$ cat src/rtl/transient_network_ctrl.sv
// transient_network_ctrl: FSM-driven power-transient generator.
// N_BANKS banks of BANK_SIZE toggle flops are clock-enabled in bursts (on_cycles high,
// off_cycles gap, n_pulses bursts per trigger) so that a neighbouring TDC sensor can
// observe the resulting supply droop. The yes[] output exposes the last flop of each
// bank so that synthesis keeps every bank alive.
// Optional feature: define TNET_RAMP_EN for a soft ramp, where bank b is enabled b
// cycles after each burst starts. Default build: TNET_RAMP_EN undefined, and all
// selected banks switch on in the same cycle.
module transient_network_ctrl #(
  parameter int N_BANKS   = 8,
  parameter int BANK_SIZE = 100,
  parameter int CNT_W     = 16
) (
  input  logic               clk,
  input  logic               rst_n,
  input  logic               start,
  input  logic               trigger,
  input  logic               abort,
  input  logic [N_BANKS-1:0] bank_mask,
  input  logic [CNT_W-1:0]   on_cycles,
  input  logic [CNT_W-1:0]   off_cycles,
  input  logic [CNT_W-1:0]   n_pulses,
  output logic               busy,
  output logic               done,
  output logic               burst_active,
  output logic [CNT_W-1:0]   pulse_cnt,
  output logic [N_BANKS-1:0] yes
);

  typedef enum logic [2:0] {S_IDLE, S_ARMED, S_BURST, S_GAP, S_DONE} state_t;

  state_t             state_q, state_d;
  logic [CNT_W-1:0]   cnt_q, cnt_d;
  logic [CNT_W-1:0]   pulse_cnt_q, pulse_cnt_d;
  logic [CNT_W-1:0]   on_q, on_d, off_q, off_d, n_q, n_d;
  logic [N_BANKS-1:0] mask_q, mask_d;
  logic               busy_q, busy_d, done_q, done_d, active_q, active_d;
  logic               sync1_q, sync2_q, prev_q, trig_rise_s;
  logic [CNT_W-1:0]   pulse_next_s;
  logic [N_BANKS-1:0] ce_s;
  logic [BANK_SIZE-1:0] bank_q [N_BANKS];
  logic [BANK_SIZE-1:0] bank_d [N_BANKS];

  // Trigger synchroniser; resets to 1 so a trigger held high through reset is not an edge.
  always_ff @(posedge clk or negedge rst_n) begin
    if (!rst_n) begin
      sync1_q <= 1'b1;
      sync2_q <= 1'b1;
      prev_q  <= 1'b1;
    end else begin
      sync1_q <= trigger;
      sync2_q <= sync1_q;
      prev_q  <= sync2_q;
    end
  end

  assign trig_rise_s  = sync2_q & ~prev_q;
  assign pulse_next_s = pulse_cnt_q + CNT_W'(1);

  // Next-state, counter and registered-output computation for the burst sequencer.
  always_comb begin
    state_d     = state_q;
    cnt_d       = cnt_q;
    pulse_cnt_d = pulse_cnt_q;
    on_d        = on_q;
    off_d       = off_q;
    n_d         = n_q;
    mask_d      = mask_q;
    if (abort) begin
      state_d = S_IDLE;
      cnt_d   = '0;
    end else begin
      case (state_q)
        S_IDLE: begin
          if (start) begin
            on_d        = on_cycles;
            off_d       = off_cycles;
            n_d         = n_pulses;
            mask_d      = bank_mask;
            pulse_cnt_d = '0;
            state_d     = S_ARMED;
          end else begin
            state_d = S_IDLE;
          end
        end
        S_ARMED: begin
          if (trig_rise_s) begin
            cnt_d = '0;
            if ((on_q == '0) || (n_q == '0)) state_d = S_DONE;
            else                             state_d = S_BURST;
          end else begin
            state_d = S_ARMED;
          end
        end
        S_BURST: begin
          if (cnt_q == (on_q - CNT_W'(1))) begin
            cnt_d       = '0;
            pulse_cnt_d = pulse_next_s;
            if (pulse_next_s == n_q)   state_d = S_DONE;
            else if (off_q == '0)      state_d = S_BURST;
            else                       state_d = S_GAP;
          end else begin
            cnt_d = cnt_q + CNT_W'(1);
          end
        end
        S_GAP: begin
          if (cnt_q == (off_q - CNT_W'(1))) begin
            cnt_d   = '0;
            state_d = S_BURST;
          end else begin
            cnt_d = cnt_q + CNT_W'(1);
          end
        end
        S_DONE:  state_d = S_IDLE;
        default: state_d = S_IDLE;
      endcase
    end
    busy_d   = (state_d == S_ARMED) || (state_d == S_BURST) || (state_d == S_GAP);
    active_d = (state_d == S_BURST);
    done_d   = (state_d == S_DONE);
  end

  // Sequencer state, latched configuration and registered status outputs.
  always_ff @(posedge clk or negedge rst_n) begin
    if (!rst_n) begin
      state_q     <= S_IDLE;
      cnt_q       <= '0;
      pulse_cnt_q <= '0;
      on_q        <= '0;
      off_q       <= '0;
      n_q         <= '0;
      mask_q      <= '0;
      busy_q      <= 1'b0;
      done_q      <= 1'b0;
      active_q    <= 1'b0;
    end else begin
      state_q     <= state_d;
      cnt_q       <= cnt_d;
      pulse_cnt_q <= pulse_cnt_d;
      on_q        <= on_d;
      off_q       <= off_d;
      n_q         <= n_d;
      mask_q      <= mask_d;
      busy_q      <= busy_d;
      done_q      <= done_d;
      active_q    <= active_d;
    end
  end

`ifdef TNET_RAMP_EN
  logic [N_BANKS-2:0] ramp_q, ramp_d;
  logic               first_s;

  // cnt_q is zero only on the first cycle of each burst, which restarts the ramp.
  assign first_s = (state_q == S_BURST) && (cnt_q == '0);

  // Ramp chain: stage k enables bank k+1 one cycle after bank k.
  always_comb begin
    ramp_d    = '0;
    ramp_d[0] = active_q;
    for (int k = 1; k < N_BANKS - 1; k++) begin
      ramp_d[k] = ramp_q[k-1] & active_q & ~first_s;
    end
  end

  // Ramp stage registers.
  always_ff @(posedge clk or negedge rst_n) begin
    if (!rst_n) ramp_q <= '0;
    else        ramp_q <= ramp_d;
  end

  // Bank enables: bank 0 immediately, later banks from the ramp chain, all cut when the burst ends.
  always_comb begin
    ce_s    = '0;
    ce_s[0] = active_q & mask_q[0];
    for (int b = 1; b < N_BANKS; b++) begin
      ce_s[b] = ramp_q[b-1] & active_q & ~first_s & mask_q[b];
    end
  end
`else
  // Every selected bank switches in the same cycle for maximum di/dt.
  always_comb begin
    ce_s = {N_BANKS{active_q}} & mask_q;
  end
`endif

  // Toggle-bank next value: every flop in an enabled bank inverts.
  always_comb begin
    for (int b = 0; b < N_BANKS; b++) begin
      bank_d[b] = ce_s[b] ? ~bank_q[b] : bank_q[b];
    end
  end

  // Toggle-bank registers; async reset clears them even mid-burst.
  always_ff @(posedge clk or negedge rst_n) begin
    if (!rst_n) begin
      for (int b = 0; b < N_BANKS; b++) bank_q[b] <= '0;
    end else begin
      for (int b = 0; b < N_BANKS; b++) bank_q[b] <= bank_d[b];
    end
  end

  // Expose the last flop of each bank.
  always_comb begin
    for (int b = 0; b < N_BANKS; b++) yes[b] = bank_q[b][BANK_SIZE-1];
  end

  assign busy         = busy_q;
  assign done         = done_q;
  assign burst_active = active_q;
  assign pulse_cnt    = pulse_cnt_q;

endmodule

$ cat config.mk
export PLATFORM = sky130hd
export DESIGN_NAME = transient_network_ctrl
export DESIGN_NICKNAME = d
export VERILOG_FILES = /design/src/rtl/transient_network_ctrl.sv
export SDC_FILE = /design/constraint.sdc
export NUM_CORES = 1
export LEC_CHECK = 0
export BUFFER_PORTS_ARGS = -buffer_cell sky130_fd_sc_hd__buf_4
export CORE_MARGIN = 4
export CORE_UTILIZATION = 30
export DETAILED_ROUTE_END_ITERATION = 16
export PLACE_DENSITY = 0.47
export REMOVE_ABC_BUFFERS = 1
export SYNTH_ARGS = -nofsm -noshare
export SYNTH_HDL_FRONTEND = slang
export SYNTH_SLANG_ARGS = --single-unit
$ cat constraint.sdc
create_clock -name clk -period 8.05 [get_ports clk]
set_input_delay 0.4025 -clock clk [delete_from_list [all_inputs] [get_ports clk]]
set_output_delay 0.4025 -clock clk [all_outputs]
set_load 0.01 [all_outputs]
Yosys cells after proc, flatten, opt, wreduce, memory -nomap -nowiden:

Cells that the tools add are included.

* register bits: 897
* latch bits: 0
* bits in writable memories: 0
* ROM bits: 0
* input port bits: 61
* output and inout port bits: 27
* word-level logic and storage cells: 79
* memories: 0

* add/sub/neg operators: 4
* multiply operators: 0
* div/mod/pow operators: 0
* magnitude comparators: 0
* equal/unequal tests: 13
* shift-type cells: 0
* multiplexer cells: 17
* bitwise gates (word level): 12
* reduce and logical (&&, ||, !) cells: 12

Operators with widths (count)
* inverter 100 bit: 8
* two-way mux 16 bit: 6
* equality test 16 bit: 3
* logical NOT 16 bit: 3
* case mux 16 bit (3 select lines): 1
* adder 16 x 1 -> 16 bit, second input constant: 2
* case mux 16 bit (2 select lines): 1
* subtractor 16 x 1 -> 16 bit, second input constant: 2
* two-way mux 3 bit: 6
* equality test 3 x 2 -> 1 bit, second input constant: 4
* case mux 3 bit (4 select lines): 1
* AND 8 bit: 1
* equality test 3 x 1 -> 1 bit, second input constant: 2
* inequality test 2 bit, second input constant: 2
* AND reduction 4 bit: 1
* nonzero test 4 bit: 1
* equality test 3 bit, second input constant: 1
* logical NOT 3 bit: 1
* logical OR 1 bit: 3
* inequality test 3 bit, second input constant: 1
* AND reduction 3 bit: 1
* two-way mux 1 bit: 2
* inverter 1 bit: 2
* AND reduction 2 bit: 1
* 2 further kinds: 2

Depth between registers and ports, before layout:

Gate-level depths: netlist of the first run.

* depth in word-level cells: 9
* mapped depth: 12
* mapped depth without buffers: 10

Least setup slack after synthesis of the first run:

Ideal clock, no wire load.

* kind: flip-flop to flip-flop
* start point: register on_q[0]
* end point: register pulse_cnt_q[3], in the netlist pulse_cnt[3]
* setup time: 0.083 ns
* arrival: 2.941 ns
* data required time: 7.967 ns
* setup slack: 5.026 ns
* cell stages (with the launch flop): 12
* buffers on the path: 1
* period minus slack after synthesis: 3.024 ns
* cells stage by stage: dfrtp_1 -> inv_1 -> ha_1 -> or4b_4 -> or3_4 -> a2111oi_4 -> o211ai_1 -> and4bb_1 -> buf_4 -> a21boi_4 -> or4_1 -> o21ai_0

* longest elaborated chain between the ends: 4

Ends and longest elaborated chain
* start, declared: line 35 `logic [CNT_W-1:0] on_q, on_d, off_q, off_d, n_q, n_d;`
* start signal, assigned: line 140 `on_q <= on_d;`
* subtractor 16 x 1 -> 16 bit: line 96 `if (cnt_q == (on_q - CNT_W'(1))) begin`
* equality test 16 bit: line 96
* inequality test 2 bit (no source line)
* AND reduction 4 bit (no source line)
* end signal, assigned: line 139 `pulse_cnt_q <= pulse_cnt_d;`
* end, declared: line 34 `logic [CNT_W-1:0] pulse_cnt_q, pulse_cnt_d;`

No other way between the ends.
A chain may end at the register's enable or synchronous reset.

Final worst setup path of the first run:

Ends and elaborated chain as after synthesis.

==> impl_summary.log, run 1 <==
[metrics] status: finished clean
[metrics] cell area power density: between 200 and 250 nW/um^2
[metrics] sequential power share: 0.465
[metrics] Crit path arrival time: approximately 3.8 ns
[metrics] total internal power: roughly 0.0011 W
[metrics] die outline area: 23,600 um^2
[metrics] number of diodes added for antenna fixing: 0
[metrics] count of flip-flops with a built-in enable after synthesis: 0
[metrics] relative slew slack: 0.229
[metrics] hold slack final: 0.0761 ns
[metrics] Post-Place Setup Slack: between 4 and 5 ns
[metrics] initial antenna violation count: 0
[metrics] floorplan row count: 52
[metrics] detailed-route wire length: about 18,000 um
[metrics] netlist area before placement: 6360 um^2
[metrics] master cell of the clock root buffer: clkbuf_16
[metrics] static leakage: 3.09 nW
[metrics] Worst Setup Slack, final: approximately 4.5 ns
[metrics] Max clock buf depth: 2
[metrics] type of the worst setup path: reg2reg
[metrics] Yosys cell types: 73
[metrics] crit-path max FO: 18
[metrics] WP data required: between 8 and 9 ns
[metrics] peak supply drop: approximately 0.000091 V
[metrics] core region area: just over 20,000 um^2
[metrics] slew at the pin closest to its max-slew limit: ~1.2 ns
[metrics] average detailed-routed wire length per instance: around 18 um
[metrics] class of the most critical hold timing path: in2async
[metrics] predominant post-synthesis flop cell: dfrtp_1
[metrics] R2R setup slack: around 4.5 ns
[metrics] fill cell count: around 2,100
[metrics] detailed-placement wirelength estimate: roughly 13,000 um
[metrics] Layout Area Growth over Synthesis: 18.6%
[metrics] final instance area: about 7500 um^2
[metrics] via count: roughly 5,300
[metrics] DRT Pass-1 Iters: 4
[metrics] cell types occupying the most area after synthesis: dfrtp_1 40%, mux2_2 10%, xnor2_1 6.1%, xor2_1 2.9%, nand2_1 2.8%
[metrics] upper clock frequency limit: roughly 0.28 GHz
[metrics] Cells after Synth: about 650
[metrics] maximum number of pins on one net before global-route repair: 56
[metrics] weighted congestion at the end of routability-driven global placement: ~0.96
[metrics] Reg clk slew, reported paths: around 0.070 ns
[metrics] detailed-routed wire length on met2: approximately 9000 um
[metrics] flop and latch count out of synthesis: about 110
[metrics] post-synthesis cell type with the largest combined area: dfrtp_1
[metrics] DP Area: 7240 um^2
[metrics] via count of the first global-routing pass: around 5,400
[metrics] CTS tree: done
[metrics] reported net switching power: between 0.0004 and 0.0005 W
[metrics] combinational cell fraction of total power: 0.239
[metrics] max-slew violation total from the final report: 0
[metrics] Detailed Route Iter0 Violations: 258
[metrics] uppermost layer routed: met4
[metrics] Warnings, synthesis: 0
[metrics] all-layer global routing usage: 0.148
[metrics] wire length of the first global-routing pass: approximately 29,000 um
[metrics] Final Skew: approximately 0.008 ns
[metrics] part of the power in the clock network: 0.296
[metrics] Hold-fix buffers, CTS: 0
[metrics] number of endpoints failing setup at the final stage: 0
[metrics] final hold violation count: 0
[metrics] total global routing overflow: 0
[metrics] via density per instance: approximately 5.3
[metrics] RSZ-0062 raised after global routing: false
[metrics] Worst setup EP type: flip-flop
[metrics] Clock Latency Late Sink: between 0.3 and 0.4 ns
[metrics] switching power share of the total: 0.316
[metrics] top cell type's share of synthesized area: 0.401
[metrics] mean area per synthesized cell: 9.81 um^2
[metrics] highest cell delay on the worst timing path: approximately 0.50 ns
[metrics] startpoint class of the critical path: flip-flop
[metrics] total negative slack for setup checks: 0 ns
[metrics] NumNets Final: about 800
[metrics] starting utilization of the core area: 0.309
[metrics] routed length on met3: between 700 and 800 um
[metrics] share of synthesized area occupied by flip-flops and latches: 0.414
[metrics] Antenna Nets Post-Route: 0
[metrics] number of gates resized after cts: 0
[metrics] I/O Pins: between 80 and 90
[metrics] async set-reset flop share out of synthesis: 1.00
[metrics] DRC violations left: 0
[metrics] share of post-route cells with drive strength above 1: 0.261
[metrics] final period demand of the worst path: between 3 and 4 ns
[metrics] Die H: about 150 um
[metrics] portion of the clock cycle consumed by the worst path in the final layout: 0.437
[metrics] cell type of the slowest stage on the worst timing path: or4b_4
[metrics] depth of the CTS H-tree: 3
[metrics] die width: 154 um
[metrics] number of buffers created by CTS: 9
[metrics] cells traversed along the worst timing path: inv_1, ha_1, or4b_4, or3_4, a2111oi_4, o211ai_1, and4bb_1, a21boi_4, or4_1, o21ai_0
[metrics] sum of routed wire segments on met1: between 7000 and 8000 um
[metrics] count of maximum capacitance violations: 0
[metrics] r2r worst-path depth: 10
[metrics] number of buffers inserted by post-CTS setup repair: 0
[metrics] total of buffers placed on input and output ports: 87
[metrics] Sink Count: 105
-- synthesized netlist by cell type (all sizes together), types with 5 or more instances --
| master | count |
|---|---|
| nand2 | 49 |
| buf | 9 |
| mux2i | 5 |
| a2111oi | 5 |
| o31ai | 9 |
| nor4 | 14 |
| mux2 | 57 |
| inv | 18 |
| nand2b | 7 |
| nor2 | 29 |
| o21ai | 33 |
| a21oi | 23 |
| a22o | 6 |
| o211ai | 6 |
| nand4 | 13 |
| or3 | 7 |
| clkbuf | 28 |
| dfrtp | 102 |
| nand3 | 27 |
| nor3 | 18 |
| xor2 | 21 |
| and3 | 17 |
| a31oi | 6 |
| and2 | 7 |
| or2 | 7 |
| xnor2 | 44 |
| o311ai | 5 |
-- cell type report --
cell class / instances / area (um^2) / area share
Clock buffer: 9 / 225 / 0.0299
Clock inverter: 7 / 76.3 / 0.0101
Inverter: 18 / 67.6 / 0.00896
Multi-Input combinational cell: 488 / 3510 / 0.465
Sequential cell: 105 / 2630 / 0.349
Tap cell: 270 / 338 / 0.0448
Timing Repair Buffer: 93 / 698 / 0.0926
-- layout by cell type (no fill, tap or decap), drive strengths merged, types with 13 or more instances in the layout --
master    n
nor4     14
nand4    13
nand3    27
nor3     18
and3     17
a21oi    23
xnor2    44
buf      93
dfrtp   102
mux2     57
inv      21
o21ai    33
xor2     21
nand2    49
nor2     29
-- power by group through the flow --
stage	logic, W	clock network (W)	registers, W
after floorplan	0.000251	0	0.000710
after global placement	0.000366	0	0.000730
after detailed placement	0.000375	0	0.000734
after CTS	0.000377	0.000479	0.000724
after global routing	0.000412	0.000499	0.000739
final	0.000372	0.000459	0.000722
-- metrics by stage --
| stage | std cells | total power [W] | utilization |
|---|---|---|---|
| final | 990 | 0.00155 | 0.367 |
| after global routing | 990 | 0.00165 | 0.367 |
| after CTS | 990 | 0.00158 | 0.367 |
| after detailed placement | 974 | 0.00111 | 0.352 |
| after global placement | 974 | 0.00110 | 0.352 |
| after floorplan | 611 | 0.000961 | - |
-- worst paths after layout --
kind / start / endpoint
hold / removal: rst_n / n_q[0]
hold reg to reg: sync1_q / sync2_q
setup / recovery: on_q[0] / pulse_cnt[3]
min in group clk: trigger / sync1_q
max in group asynchronous: rst_n / cnt_q[10]
setup reg to reg: on_q[0] / pulse_cnt[3]
-- routing by layer --
layer,global-route usage,vias to the layer above
li1,-,2524
met1,0.183,2591
met2,0.264,120
met3,0.0329,16
met4,0.0357,0
met5,0,-
-- cell families (layout without fill, tap and decap cells) --
| kind of cell | after synthesis | after routing | synth area share |
|---|---|---|---|
| and+or+nand+nor | 223 | 223 | 0.193 |
| AOI/OAI and AO/OA | 134 | 134 | 0.151 |
| DFF | 105 | 105 | 0.414 |
| xor gates and xnor gates | 65 | 65 | 0.0895 |
| muxes | 62 | 62 | 0.109 |
| buffers and inverters | 55 | 127 | 0.0356 |
| adders and majority gates | 4 | 4 | 0.00787 |
-- state kept, by name, summed over array words and instances, names as in the netlist, 3 cells and up --
| name | count |
|---|---|
| cnt_q | 16 |
| n_q | 16 |
| off_q | 16 |
| on_q | 16 |
| pulse_cnt | 16 |
| mask_q | 8 |
| yes | 8 |
| state_q | 3 |
-- worst max-delay path, delay by kind of cell (launching register included) --
kind                     cells  cell delay (ns)
adder cells (fa/ha/maj)      1             0.21
AND/OR/NAND/NOR              4             1.83
flip-flops                   1             0.43
AO/OA/AOI/OAI                4             0.89
buffers and inverters        1             0.08
Note: power is estimated with default switching activity, not from simulation.
==> run 2, diff against run 1 <==
--- a/config.mk
+++ b/config.mk
@@ -9,7 +9,7 @@
 export CORE_MARGIN = 4
 export CORE_UTILIZATION = 30
 export DETAILED_ROUTE_END_ITERATION = 16
-export PLACE_DENSITY = 0.47
+export PLACE_DENSITY = 0.49
 export REMOVE_ABC_BUFFERS = 1
 export SYNTH_ARGS = -nofsm -noshare
 export SYNTH_HDL_FRONTEND = slang
==> constraint.sdc (replaced) <==
create_clock -name clk -period 3 [get_ports clk]
set_input_delay 0.15 -clock clk [delete_from_list [all_inputs] [get_ports clk]]
set_output_delay 0.15 -clock clk [all_outputs]
set_load 0.01 [all_outputs]
==> run 2 against run 1 <==
  * The run now ends with negative setup slack left
  * Total power rose to 2.8 times the previous value
  * Register-to-register slack worse by 4.6 ns
  * Non-clock buffer count up 66
  * Design area up 9.7%
  * Routed wire length up 2.9%
  * Critical path depth unchanged
  * First-iteration DRC count down 0.39%
  * Sequential share of layout area down 3.1 points
  * Core utilization up 3.6 points
  * Sequential power rose to 2.6 times the previous value
==> impl_summary.log, run 2 (synthesized netlist as in run 1, its figures left out) <==
[metrics] status: finished, violations left
[metrics] violated checks: negative setup slack
[metrics] Worst setup EP type: flip-flop
[metrics] delay-heaviest family, CP: simple AND/OR/NAND/NOR gates
[metrics] routed length on met3: 761 um (-3.1%)
[metrics] cells traversed along the worst timing path: inv_1, ha_1, or4b_4, or3_4, a2111oi_4, o211ai_1, and4bb_4, inv_2, o31a_1, and3_1
[metrics] number of diodes added for antenna fixing: 0 (unchanged)
[metrics] all-layer global routing usage: 0.152 (+0.00362)
[metrics] Detailed Route Iter0 Violations: 257 (-0.39%)
[metrics] share of post-route cells with drive strength above 1: 0.365 (+0.104)
[metrics] number of buffers created by CTS: 9 (unchanged)
[metrics] startpoint class of the critical path: flip-flop
[metrics] DRT Pass-1 Iters: 5 (+1)
[metrics] via density per instance: 5.20 (-2.0%)
[metrics] combinational cell fraction of total power: 0.279 (+0.040)
[metrics] upper clock frequency limit: 0.330 GHz (+16%)
[metrics] Crit path arrival time: 3.26 ns (-0.53 ns)
[metrics] core region area: 20,600 um^2 (unchanged)
[metrics] Final Skew: 0.0129 ns (+0.00491 ns)
[metrics] total of buffers placed on input and output ports: 87 (unchanged)
[metrics] average detailed-routed wire length per instance: 17.1 um (-3.6%)
[metrics] NumNets Final: 847 (+8.6%)
[metrics] switching power share of the total: 0.313 (-0.00254)
[metrics] type of the worst setup path: reg2reg
[metrics] R2R setup slack: -0.03 ns (-4.56 ns)
[metrics] DRC violations left: 0 (unchanged)
[metrics] relative slew slack: 0.497 (+0.267)
[metrics] Worst Setup Slack, final: -0.0275 ns (-4.56 ns)
[metrics] die width: 154 um (unchanged)
[metrics] static leakage: 3.49 nW (+13%)
[metrics] cell type of the slowest stage on the worst timing path: or4b_4
[metrics] portion of the clock cycle consumed by the worst path in the final layout: 1.01 (+0.572)
[metrics] depth of the CTS H-tree: 3 (unchanged)
[metrics] class of the most critical hold timing path: in2reg
[metrics] max-slew violation total from the final report: 0 (unchanged)
[metrics] final period demand of the worst path: 3.03 ns (-0.491 ns)
[metrics] number of endpoints failing setup at the final stage: 2 (+2)
[metrics] cell count after placement: 1,032 (+6.0%)
[metrics] starting utilization of the core area: 0.309 (unchanged)
[metrics] die outline area: 23,600 um^2 (unchanged)
[metrics] RSZ-0062 raised after global routing: true
[metrics] Antenna Nets Post-Route: 0 (unchanged)
[metrics] Layout Area Growth over Synthesis: 30.2%
[metrics] crit-path max FO: 4 (-14)
[metrics] CP Depth: 10 (unchanged)
[metrics] reported net switching power: 0.00135 W (+180%)
[metrics] detailed-routed wire length on met2: 9190 um (+2.1%)
[metrics] uppermost layer routed: met4
[metrics] highest-count cells in the layout ignoring fill and taps: 153 x buf_4, 102 x dfrtp_1, 57 x mux2_2, 47 x nand2_1, 43 x xnor2_1
[metrics] highest cell delay on the worst timing path: 0.46 ns (-0.04 ns)
[metrics] source of the critical timing path: on_q[0]
[metrics] total internal power: 0.00296 W (+180%)
[metrics] detailed-placement wirelength estimate: 13,600 um (+3.4%)
[metrics] slew at the pin closest to its max-slew limit: 0.755 ns (-0.397 ns)
[metrics] master cell of the clock root buffer: clkbuf_16
[metrics] commonest non-fill, non-tap cell in the layout: buf_4
[metrics] Post-Layout Cell Count: 1,057 (+6.8%)
[metrics] cell area power density: 521 nW/um^2 (+150%)
[metrics] sum of routed wire segments on met1: 7870 um (+4.8%)
[metrics] final hold violation count: 0 (unchanged)
[metrics] via count: 5,494 (+4.6%)
[metrics] sequential power share: 0.437 (-0.028)
[metrics] total global routing overflow: 0 (unchanged)
[metrics] Crit Reg-Reg Startpoint: on_q[0]
[metrics] Max clock buf depth: 2 (unchanged)
[metrics] initial antenna violation count: 0 (unchanged)
[metrics] maximum number of pins on one net before global-route repair: 59 (+5.4%)
[metrics] Pwr Total: 0.00431 W (+180%)
[metrics] instance count along the most critical hold path: 2
[metrics] WP data required: 3.24 ns (-5.08 ns)
[metrics] CTS tree: done
[metrics] startpoint of the tightest hold check path: n_pulses[12]
[metrics] count of maximum capacitance violations: 0 (unchanged)
[metrics] Clock Latency Late Sink: 0.36 ns (about the same)
[metrics] r2r worst-path depth: 10 (unchanged)
[metrics] endpoint of the worst hold path: n_q[12]
[metrics] sum of buffers and inverters on the critical path: 2 (+1)
[metrics] via count of the first global-routing pass: 5,675 (+4.7%)
[metrics] weighted congestion at the end of routability-driven global placement: 0.867 (-9.6%)
[metrics] wire length of the first global-routing pass: 29,500 um (+3.2%)
[metrics] Sink Count: 105 (unchanged)
[metrics] I/O Pins: 88 (unchanged)
[metrics] Die H: 154 um (unchanged)
[metrics] endpoint of the worst-slack reg-to-reg timing path: burst_active
[metrics] part of the power in the clock network: 0.284 (-0.012)
[metrics] Reg clk slew, reported paths: 0.08 ns (about the same)
[metrics] peak supply drop: 0.000254 V (+180%)
[metrics] detailed-route wire length: 18,100 um (+2.9%)
[metrics] floorplan row count: 52 (unchanged)
[metrics] total negative slack for setup checks: -0.0358 ns (-0.0358 ns)
[metrics] Post-Place Setup Slack: -0.214 ns (-4.76 ns)
## run 2: changes by cell type in the layout (fill, tap and decap cells not counted), moves of 4 or more
cell     change
o21ai_0     -10
buf_4       +60
o31ai_1      -5
o21ai_2      +4
o31ai_2      +5
o21ai_1      +6
## run 2: layer usage
metal	GRT usage	up-vias
li1	-	2666
met1	0.192	2693
met2	0.263	117
met3	0.0284	18
met4	0.0505	0
met5	0	-
## run 2: how the worst max path moves through the flow
stage / endpoint / slack (ns)
after global routing: burst_active / -0.14
after global placement: cnt_q[1] / -0.13
after detailed placement: pulse_cnt[11] / -0.21
final: burst_active / -0.03
after floorplan: pulse_cnt[3] / -0.26
after CTS: burst_active / 0.003
## run 2: area by class of cell
type | count | area [um^2]
fillers | 2060 | 12300
repair buffers | 159 | 1230
well taps | 270 | 338
inverters | 18 | 67.6
multi-input cells | 489 | 3710
clock buffers | 10 | 229
flip-flops and latches | 105 | 2630
clock inverters | 6 | 72.6
## run 2: power groups by stage
stage,logic [W],registers (W),clock network [W]
2_1_floorplan,0.000674,0.00190,0
3_3_place_gp,0.00115,0.00191,0
3_5_place_dp,0.00118,0.00192,0
4_1_cts,0.00119,0.00189,0.00129
5_1_grt,0.00133,0.00193,0.00135
6_report,0.00120,0.00189,0.00122
## run 2: per-stage QoR
stage / hold WS, ns / utilization / cell area (um^2)
finish: 0.0231 / 0.403 / 8280
floorplan: -0.146 / - / 6200
global route: 0.00131 / 0.403 / 8280
CTS: 0.00387 / 0.393 / 8090
detailed placement: 0.261 / 0.375 / 7700
global placement: 0.261 / 0.375 / 7700
## run 2: timing repair
item,CTS,global route
endpoints found under the hold margin,55,0
pin swaps,9,2
cloned,1,0
gates resized for setup,10,48
hold buffers,2,0
endpoints found under the setup margin,31,37
buffers inserted,4,2
==> run 3, diff against run 2 <==
--- a/config.mk
+++ b/config.mk
@@ -14,3 +14,4 @@
 export SYNTH_ARGS = -nofsm -noshare
 export SYNTH_HDL_FRONTEND = slang
 export SYNTH_SLANG_ARGS = --single-unit
+export TNS_END_PERCENT = 20
==> constraint.sdc (replaced) <==
create_clock -name clk -period 3 [get_ports clk]
set_input_delay 0.75 -clock clk [delete_from_list [all_inputs] [get_ports clk]]
set_output_delay 0.75 -clock clk [all_outputs]
set_load 0.01 [all_outputs]
==> run 3 against run 2 <==
  * The run now ends clean
  * Global-route usage about the same
  * Cell count is essentially flat
  * Combinational power barely moved
  * Register-to-register slack improved by 0.03 ns
  * Total power is 0.77% lower
  * Critical path depth up 2
  * Via count is 0.35% lower
  * Worst setup slack gained 0.035 ns
  * Sequential power hardly changed
  * Worst hold slack better by 0.29 ns
  * Largest cell class unchanged
==> impl_summary.log, run 3 (synthesized netlist as in run 1, its figures left out) <==
[metrics] status: finished clean
[metrics] Sink Count: 105 (unchanged)
[metrics] total global routing overflow: 0 (unchanged)
[metrics] depth of the CTS H-tree: 3 (unchanged)
[metrics] sum of buffers and inverters on the critical path: 3 (+1)
[metrics] final period demand of the worst path: 2.99 ns (-0.0346 ns)
[metrics] number of diodes added for antenna fixing: 0 (unchanged)
[metrics] average detailed-routed wire length per instance: 17.3 um (+0.86%)
[metrics] via density per instance: 5.18 (-0.25%)
[metrics] source of the critical timing path: on_q[1]
[metrics] highest cell delay on the worst timing path: 0.46 ns (about the same)
[metrics] Hold-fix buffers, CTS: 0 (-2)
[metrics] DRT Pass-1 Iters: 4 (-1)
[metrics] slew at the pin closest to its max-slew limit: 0.765 ns (+0.0106 ns)
[metrics] final hold violation count: 0 (unchanged)
[metrics] total of buffers placed on input and output ports: 87 (unchanged)
[metrics] share of the core filled with cells: 0.402 (-0.000487)
[metrics] type of the worst setup path: reg2reg
[metrics] NumNets Final: 846 (-0.12%)
[metrics] cell count after placement: 1,033 (+0.097%)
[metrics] detailed-placement wirelength estimate: 13,700 um (+0.51%)
[metrics] share of post-route cells with drive strength above 1: 0.356 (-0.00844)
[metrics] all-layer global routing usage: 0.152 (about the same)
[metrics] CTS tree: done
[metrics] number of endpoints failing setup at the final stage: 0 (-2)
[metrics] Reg clk slew, reported paths: 0.08 ns (about the same)
[metrics] cell area power density: 518 nW/um^2 (-0.65%)
[metrics] die outline area: 23,600 um^2 (unchanged)
[metrics] count of maximum capacitance violations: 0 (unchanged)
[metrics] RSZ-0062 raised after global routing: true
[metrics] Antenna Nets Post-Route: 0 (unchanged)
[metrics] Final Skew: 0.0108 ns (-0.00209 ns)
[metrics] upper clock frequency limit: 0.334 GHz (+1.2%)
[metrics] Die H: 154 um (unchanged)
[metrics] via count: 5,475 (-0.35%)
[metrics] Crit path arrival time: 3.24 ns (-0.02 ns)
[metrics] core region area: 20,600 um^2 (unchanged)
[metrics] worst setup path endpoint: cnt_q[3]
[metrics] max-slew violation total from the final report: 0 (unchanged)
[metrics] die width: 154 um (unchanged)
[metrics] endpoint of the worst-slack reg-to-reg timing path: cnt_q[3]
[metrics] number of buffers created by CTS: 9 (unchanged)
[metrics] starting utilization of the core area: 0.309 (unchanged)
[metrics] wire length of the first global-routing pass: 29,600 um (+0.17%)
[metrics] DRC violations left: 0 (unchanged)
[metrics] class of the most critical hold timing path: in2async
[metrics] Layout Area Growth over Synthesis: 30.0%
[metrics] I/O Pins: 88 (unchanged)
[metrics] Post-Layout Cell Count: 1,056 (-0.095%)
[metrics] WP data required: 3.24 ns (about the same)
[metrics] Detailed Route Iter0 Violations: 242 (-5.8%)
[metrics] maximum number of pins on one net before global-route repair: 78 (+32%)
[metrics] commonest non-fill, non-tap cell in the layout: buf_4
[metrics] R2R setup slack: 0.007 ns (+0.03 ns)
[metrics] CP Depth: 12 (+2)
[metrics] startpoint class of the critical path: flip-flop
[metrics] portion of the clock cycle consumed by the worst path in the final layout: 0.998 (-0.0115)
[metrics] Post-Place Setup Slack: -0.214 ns (+0.000395 ns)
[metrics] initial antenna violation count: 0 (unchanged)
[metrics] Clock Latency Late Sink: 0.36 ns (about the same)
[metrics] highest-count cells in the layout ignoring fill and taps: 151 x buf_4, 102 x dfrtp_1, 57 x mux2_2, 47 x nand2_1, 44 x xnor2_1
[metrics] detailed-route wire length: 18,200 um (+0.77%)
[metrics] Worst Setup Slack, final: 0.00715 ns (+0.0346 ns)
[metrics] cell type of the slowest stage on the worst timing path: or4b_4
[metrics] peak supply drop: 0.000316 V (+24%)
[metrics] delay-heaviest family, CP: simple AND/OR/NAND/NOR gates
[metrics] cells traversed along the worst timing path: inv_1, ha_2, or4b_4, or3_4, a2111oi_4, buf_4, o21ai_4, nor4_4, nand2_2, buf_8, and3_4, a22o_1
[metrics] static leakage: 3.48 nW (-0.15%)
[metrics] master cell of the clock root buffer: clkbuf_16
[metrics] Max clock buf depth: 2 (unchanged)
[metrics] via count of the first global-routing pass: 5,648 (-0.48%)
[metrics] crit-path max FO: 8 (+4)
[metrics] Crit Reg-Reg Startpoint: on_q[1]
[metrics] relative slew slack: 0.490 (-0.00704)
[metrics] Worst setup EP type: flip-flop
[metrics] hold slack final: 0.312 ns (+0.289 ns)
[metrics] weighted congestion at the end of routability-driven global placement: 0.850 (-2.0%)
[metrics] floorplan row count: 52 (unchanged)
[metrics] r2r worst-path depth: 12 (+2)
run 3: per-layer routing:
layer	global-route usage	wire, um	share of wire	up-vias
li1	-	-	-	2657
met1	0.195	8070	0.44	2699
met2	0.269	9330	0.51	109
met3	0.0304	675	0.037	10
met4	0.0257	150	0.0082	0
met5	0	0	0	-
run 3: through the flow:
step / power [W] / cell area (um^2) / TNS [ns]
final: 0.00428 / 8270 / 0
after detailed placement: 0.00309 / 7710 / -2.96
after global routing: 0.00455 / 8270 / -3.20
after global placement: 0.00305 / 7710 / -1.38
after floorplan: 0.00258 / 6200 / -26.42
after CTS: 0.00433 / 8110 / -0.316
run 3: layout make-up:
type	count	area, um^2
well taps	270	338
flip-flops and latches	105	2630
fillers	2072	12300
multi-input cells	488	3670
clock buffers	9	225
repair buffers	159	1260
clock inverters	7	76.3
inverters	18	67.6
run 3: repair_timing:
| action | 4_1_cts | 5_1_grt |
|---|---|---|
| buffers inserted | 4 | 2 |
| gates resized for setup | 11 | 40 |
| endpoints found under the setup margin | 32 | 38 |
| cloned | 1 | 0 |
| pin swaps | 11 | 13 |
run 3: worst min path at each step:
stage / from / endpoint / slack, ns / cells after the start
CTS: rst_n / n_q[1] / 0.31 / 1
global placement: sync1_q / sync2_q / 0.35 / 0
detailed placement: sync1_q / sync2_q / 0.35 / 0
floorplan: sync1_q / sync2_q / 0.35 / 0
finish: rst_n / n_q[1] / 0.31 / 1
global route: rst_n / n_q[1] / 0.33 / 1
run 3: where the power goes:
part	switching [W]	internal, W	total (W)	leakage [nW]
sequential	0.000238	0.00165	0.00188	1.32
clock	0.000607	0.000597	0.00120	0.149
combinational	0.000546	0.000647	0.00119	2.01
total	0.00139	0.00289	0.00428	3.48
